[src/rtl/page_table_walker.sv]
// Two-level page table walker between the TLB miss path and the PTE memory.
// Walks L1 then L2 over a valid/ready read port and reports the leaf PPN and
// flags, or a fault code. One walk in flight; outputs decoded from state.
// Optional feature macro: PTW_L1_CACHE_EN adds a one-entry L1 pointer cache
// that lets a walk skip the L1 read when vaddr[31:22] hits.
module page_table_walker #(
    parameter logic [31:0] ROOT_PT_BASE = 32'h0000_0400,
    parameter logic [31:0] PTE_PTR_MASK = 32'hFFFF_FC00
) (
    input  logic        clk,
    input  logic        rst,
    input  logic        walk_req_valid_i,
    output logic        walk_req_ready_o,
    input  logic [31:0] walk_vaddr_i,
    input  logic        walk_is_write_i,
    output logic        walk_resp_valid_o,
    input  logic        walk_resp_ready_i,
    output logic [19:0] walk_ppn_o,
    output logic [3:0]  walk_flags_o,
    output logic [1:0]  walk_fault_o,
    output logic        mem_req_valid_o,
    input  logic        mem_req_ready_i,
    output logic [31:0] mem_addr_o,
    input  logic        mem_resp_valid_i,
    output logic        mem_resp_ready_o,
    input  logic [31:0] mem_data_i
);

    typedef enum logic [2:0] {
        IDLE    = 3'd0,
        L1_REQ  = 3'd1,
        L1_WAIT = 3'd2,
        L2_REQ  = 3'd3,
        L2_WAIT = 3'd4,
        RESP    = 3'd5
    } state_t;

    localparam logic [1:0] FAULT_NONE    = 2'd0;
    localparam logic [1:0] FAULT_INVALID = 2'd1;
    localparam logic [1:0] FAULT_MALFORM = 2'd2;
    localparam logic [1:0] FAULT_PERM    = 2'd3;

    state_t      state_reg, state_next;
    logic [9:0]  vpn0_reg, vpn0_next;
    logic        is_write_reg, is_write_next;
    logic [31:0] mem_addr_reg, mem_addr_next;
    logic [19:0] ppn_reg, ppn_next;
    logic [3:0]  flags_reg, flags_next;
    logic [1:0]  fault_reg, fault_next;

    // Page offset bits never take part in a walk.
    logic unused_vaddr_bits;
    assign unused_vaddr_bits = ^walk_vaddr_i[11:0];

    // PTE decode of the word currently on the memory response bus.
    logic        pte_valid;
    logic        pte_leaf;
    logic        pte_perm_ok;
    logic [31:0] l1_addr;
    logic [31:0] l2_addr;

    assign pte_valid   = mem_data_i[0];
    assign pte_leaf    = mem_data_i[1] | mem_data_i[2];
    assign pte_perm_ok = is_write_reg ? mem_data_i[2] : mem_data_i[1];
    assign l1_addr     = ROOT_PT_BASE + {20'd0, walk_vaddr_i[31:22], 2'b00};
    assign l2_addr     = (mem_data_i & PTE_PTR_MASK) + {20'd0, vpn0_reg, 2'b00};

`ifdef PTW_L1_CACHE_EN
    logic        cache_valid_reg, cache_valid_next;
    logic [9:0]  cache_vpn1_reg, cache_vpn1_next;
    logic [31:0] cache_pte_reg, cache_pte_next;
    logic [9:0]  vpn1_reg, vpn1_next;
    logic        cache_hit;
    logic [31:0] cache_l2_addr;

    assign cache_hit     = cache_valid_reg && (cache_vpn1_reg == walk_vaddr_i[31:22]);
    assign cache_l2_addr = (cache_pte_reg & PTE_PTR_MASK) + {20'd0, walk_vaddr_i[21:12], 2'b00};

    // Cached L1 pointer entry; only a reset drops it.
    always_ff @(posedge clk or posedge rst) begin
        if (rst) begin
            cache_valid_reg <= 1'b0;
            cache_vpn1_reg  <= '0;
            cache_pte_reg   <= '0;
            vpn1_reg        <= '0;
        end else begin
            cache_valid_reg <= cache_valid_next;
            cache_vpn1_reg  <= cache_vpn1_next;
            cache_pte_reg   <= cache_pte_next;
            vpn1_reg        <= vpn1_next;
        end
    end
`endif

    // State and walk datapath registers.
    always_ff @(posedge clk or posedge rst) begin
        if (rst) begin
            state_reg    <= IDLE;
            vpn0_reg     <= '0;
            is_write_reg <= 1'b0;
            mem_addr_reg <= '0;
            ppn_reg      <= '0;
            flags_reg    <= '0;
            fault_reg    <= FAULT_NONE;
        end else begin
            state_reg    <= state_next;
            vpn0_reg     <= vpn0_next;
            is_write_reg <= is_write_next;
            mem_addr_reg <= mem_addr_next;
            ppn_reg      <= ppn_next;
            flags_reg    <= flags_next;
            fault_reg    <= fault_next;
        end
    end

    // Next-state and datapath updates for each walk step.
    always_comb begin
        state_next    = state_reg;
        vpn0_next     = vpn0_reg;
        is_write_next = is_write_reg;
        mem_addr_next = mem_addr_reg;
        ppn_next      = ppn_reg;
        flags_next    = flags_reg;
        fault_next    = fault_reg;
`ifdef PTW_L1_CACHE_EN
        cache_valid_next = cache_valid_reg;
        cache_vpn1_next  = cache_vpn1_reg;
        cache_pte_next   = cache_pte_reg;
        vpn1_next        = vpn1_reg;
`endif
        case (state_reg)
            IDLE: begin
                if (walk_req_valid_i) begin
                    vpn0_next     = walk_vaddr_i[21:12];
                    is_write_next = walk_is_write_i;
`ifdef PTW_L1_CACHE_EN
                    vpn1_next = walk_vaddr_i[31:22];
                    if (cache_hit) begin
                        mem_addr_next = cache_l2_addr;
                        state_next    = L2_REQ;
                    end else begin
                        mem_addr_next = l1_addr;
                        state_next    = L1_REQ;
                    end
`else
                    mem_addr_next = l1_addr;
                    state_next    = L1_REQ;
`endif
                end
            end
            L1_REQ: begin
                if (mem_req_ready_i) begin
                    state_next = L1_WAIT;
                end
            end
            L1_WAIT: begin
                if (mem_resp_valid_i) begin
                    if (!pte_valid || pte_leaf) begin
                        // Superpages are not supported, so an L1 leaf is malformed.
                        ppn_next   = mem_data_i[31:12];
                        flags_next = mem_data_i[3:0];
                        fault_next = pte_valid ? FAULT_MALFORM : FAULT_INVALID;
                        state_next = RESP;
                    end else begin
                        mem_addr_next = l2_addr;
                        state_next    = L2_REQ;
`ifdef PTW_L1_CACHE_EN
                        cache_valid_next = 1'b1;
                        cache_vpn1_next  = vpn1_reg;
                        cache_pte_next   = mem_data_i;
`endif
                    end
                end
            end
            L2_REQ: begin
                if (mem_req_ready_i) begin
                    state_next = L2_WAIT;
                end
            end
            L2_WAIT: begin
                if (mem_resp_valid_i) begin
                    ppn_next   = mem_data_i[31:12];
                    flags_next = mem_data_i[3:0];
                    state_next = RESP;
                    if (!pte_valid) begin
                        fault_next = FAULT_INVALID;
                    end else if (!pte_leaf) begin
                        fault_next = FAULT_MALFORM;
                    end else if (!pte_perm_ok) begin
                        fault_next = FAULT_PERM;
                    end else begin
                        fault_next = FAULT_NONE;
                    end
                end
            end
            RESP: begin
                if (walk_resp_ready_i) begin
                    state_next = IDLE;
                end
            end
            default: begin
                state_next = IDLE;
            end
        endcase
    end

    // Handshake outputs are a pure function of the current state.
    assign walk_req_ready_o  = (state_reg == IDLE);
    assign mem_req_valid_o   = (state_reg == L1_REQ) || (state_reg == L2_REQ);
    assign mem_resp_ready_o  = (state_reg == L1_WAIT) || (state_reg == L2_WAIT);
    assign walk_resp_valid_o = (state_reg == RESP);
    assign mem_addr_o        = mem_addr_reg;
    assign walk_ppn_o        = ppn_reg;
    assign walk_flags_o      = flags_reg;
    assign walk_fault_o      = fault_reg;

endmodule

[config.mk]
export PLATFORM = sky130hd
export DESIGN_NAME = page_table_walker
export DESIGN_NICKNAME = d
export VERILOG_FILES = /design/src/rtl/page_table_walker.sv
export SDC_FILE = /design/constraint.sdc
export NUM_CORES = 1
export LEC_CHECK = 0
export BUFFER_PORTS_ARGS = -buffer_cell sky130_fd_sc_hd__buf_4
export CORE_MARGIN = 2
export CORE_UTILIZATION = 52
export DETAILED_ROUTE_END_ITERATION = 8
export PLACE_DENSITY = 0.95
export SETUP_SLACK_MARGIN = 0.5
export SYNTH_ARGS = -nofsm -noshare
export SYNTH_HDL_FRONTEND = slang
export SYNTH_SLANG_ARGS = --single-unit
[constraint.sdc]
create_clock -name clk -period 4.7 [get_ports clk]
set_clock_uncertainty 0.1 [all_clocks]
set_input_delay 0.705 -clock clk [delete_from_list [all_inputs] [get_ports clk]]
set_output_delay 0.705 -clock clk [all_outputs]
set_load 0.01 [all_outputs]
==> flow_summary.json <==
{
  "status": "completed",
  "worstPathArrival_ps": 3220,
  "portBuffers": 112,
  "critical_path_buf_inv_count": 2,
  "drtAntennaViolNets": 0,
  "p_leak_nw": 2.08,
  "grt_pass1_wl_mm": 13.0,
  "post-route-drc-count": 0,
  "dieArea_um2": 7000,
  "reg2reg_from": "state_reg[1]",
  "dp_hpwl_mm": 5.84,
  "synth_top_family_by_area": "multiplexers",
  "yosys_warnings": 0,
  "rsz0062_at_grt": "false",
  "vias": 2691,
  "synth-simple-area-share_pct": 13.3,
  "cts_sinks": 70,
  "synth_fa_ha_area_share_pct": 1.74,
  "p_per_area_nw_per_um2": 552,
  "antennaDiodeCount": 0,
  "grt_overflow_total": 0,
  "hold_ws_ps": 347,
  "syn_area_per_cell_um2": 10.8,
  "hold_buffers": 0,
  "cpLargestDelayFamily": "simple AND/OR/NAND/NOR gates",
  "synth_compound_area_share_pct": 8.76,
  "clkLatencyLatePin_ps": 330,
  "drv_slew": 0,
  "worst_slew_pin_slew_ps": 1250,
  "cts_resized": 0,
  "htreeDepth": 3,
  "cts_buffers": 9,
  "hold_viol": 0,
  "placed_cell_area_um2": 4200,
  "start_util_pct": 52.9,
  "cts_tree": "built",
  "postCtsSetupRepairBufs": 0,
  "drtIter0Drc": 109,
  "cp_max_fo": 25,
  "critPathKind": "flip-flop to flip-flop",
  "cts_buffer_depth": 2,
  "synth-xor-area-share_pct": 5.31,
  "path_clk_slew_ps": 70,
  "cp-end-kind": "flip-flop",
  "muxShareOfSynthArea_pct": 13.9,
  "core-area_um2": 6240,
  "cp.required_ps": 4850,
  "synth.distinct_cells": 39,
  "drive_gt1_share_pct": 40.1,
  "grt_pass1_vias": 2771,
  "syn_area_um2": 3300,
  "worstHoldPathType": "primary input to async pin",
  "grt_max_degree": 42,
  "gp_congestion": 0.778,
  "max_freq_mhz": 327,
  "maxCapViolCount": 0,
  "max-slew-margin-rel_pct": 16.2,
  "cts_root_buffer": "clkbuf_8",
  "crit_start": "state_reg[1]",
  "synth-seq-cells": 70,
  "num_io_pins": 133,
  "period_share_pct": 65.1,
  "stdcell_area_um2": 4370,
  "antenna_found_initial": 0,
  "worst_path_most_repeated_cell": "buf_4",
  "cp-start-kind": "flip-flop",
  "grt_usage_pct": 23.4,
  "wl_mm": 7.80,
  "post_drt_via_cell_ratio": 5.40,
  "dieHeight_um": 83.7,
  "nets": 493,
  "period_needed_ps": 3060,
  "tns_ps": 0,
  "wl_per_cell_um": 15.7,
  "ys_seq_area_share_pct": 53.1,
  "area_growth_pct": 32.4,
  "largest_register_ff_count": 30,
  "cpPeakStageDelay_ps": 930,
  "cpMaxStageDelayCell": "nor2b_2",
  "dieWidth_um": 83.7,
  "peakVddDrop_v": 0.000309,
  "fp-row-count": 29,
  "syn_inst": 307,
  "cp_cell_sequence": "nor3b_2 -> buf_4 -> nand3_1 -> nor2b_2 -> buf_4 -> mux2i_1",
  "setup_viol": 0,
  "first_pass_iters": 4
}
-- cells in the final DEF, fill, tap and decap left out, drive strengths merged, types with 3 or more instances in the layout --
| cell | n |
|---|---|
| buf | 116 |
| nor2 | 12 |
| nor2b | 4 |
| xor2 | 9 |
| mux2 | 31 |
| mux2i | 11 |
| ha | 3 |
| a21oi | 7 |
| dfrtp | 70 |
| nor3 | 3 |
| nor4 | 4 |
| nand4 | 5 |
| xnor2 | 11 |
| o21ai | 36 |
| o31ai | 3 |
| nand3 | 8 |
| nor3b | 3 |
| nand2 | 43 |
| inv | 12 |
| clkbuf | 13 |
-- cell usage after synthesis (all sizes together) --
master / n / area [um^2]
nor2: 12 / 45.0
o31ai: 3 / 22.5
and2: 1 / 6.26
nand2b: 2 / 12.5
nand4b: 1 / 8.76
a21oi: 7 / 35.0
conb: 1 / 3.75
nand3: 8 / 40.0
nor3b: 3 / 22.5
o22ai: 1 / 6.26
xor2: 9 / 78.8
nand4: 5 / 37.5
buf: 6 / 40.0
dfrtp: 70 / 1750
a21o: 1 / 7.51
o31a: 2 / 17.5
clkbuf: 11 / 41.3
a221oi: 1 / 8.76
nor3: 3 / 15.0
nor4: 4 / 31.3
ha: 3 / 37.5
mux2: 31 / 349
fa: 1 / 20.0
inv: 12 / 45.0
or4: 1 / 11.3
mux2i: 11 / 110
nand2: 43 / 161
xnor2: 11 / 96.3
o21ai: 36 / 191
or3: 2 / 12.5
nor2b: 4 / 25.0
and4: 1 / 8.76
-- stage by stage --
stage | util (%) | cells | worst slack [ps] | power (mW)
6_report | 70.0 | 498 | 1640 | 2.42
2_1_floorplan | - | 308 | 2130 | 1.53
4_1_cts | 70.0 | 498 | 1600 | 2.44
3_3_place_gp | 67.3 | 484 | 1530 | 1.94
5_1_grt | 70.0 | 498 | 1380 | 2.57
3_5_place_dp | 67.3 | 484 | 1480 | 2.00
-- path summary, 6_finish.rpt --
check / end / slack (ps) / depth (start not counted)
max: mem_addr_o[10] / 1640 / 6
min: mem_addr_o[6] / 350 / 2
max reg2reg: mem_addr_o[10] / 1640 / 6
min reg2reg: mem_addr_o[4] / 380 / 2
max in group asynchronous: walk_ppn_o[10] / 3160 / 3
min in group clk: mem_addr_o[4] / 380 / 2
-- metal layers --
layer / track usage (%) / wire length, um / vias to the layer above
li1: - / - / 1274
met5: 0 / 0 / -
met4: 11.0 / 196 / 0
met2: 39.9 / 3990 / 105
met3: 5.64 / 515 / 18
met1: 28.0 / 3090 / 1294
-- area by class of cell --
class | count | area (um^2)
Timing Repair Buffer | 116 | 871
Clock buffer | 13 | 169
Clock inverter | 1 | 5.00
Tap cell | 77 | 96.3
Sequential cell | 70 | 1750
Fill cell | 452 | 1870
Inverter | 12 | 45.0
Multi-Input combinational cell | 209 | 1430
-- cell families after synthesis --
family	count (synthesis)
and+or+nand+nor	90
adders and majority gates	4
buffers and inverters	29
AOI/OAI and AO/OA	51
xor gates and xnor gates	20
DFF	70
muxes	42
other	1
-- report_power, final --
| group | total [mW] | internal (mW) | leakage, nW | switching [mW] |
|---|---|---|---|---|
| Sequential | 1.00 | 0.843 | 0.883 | 0.157 |
| Clock | 0.432 | 0.229 | 0.0914 | 0.203 |
| Combinational | 0.984 | 0.523 | 1.10 | 0.460 |
Power figures use the tool's default switching activity.
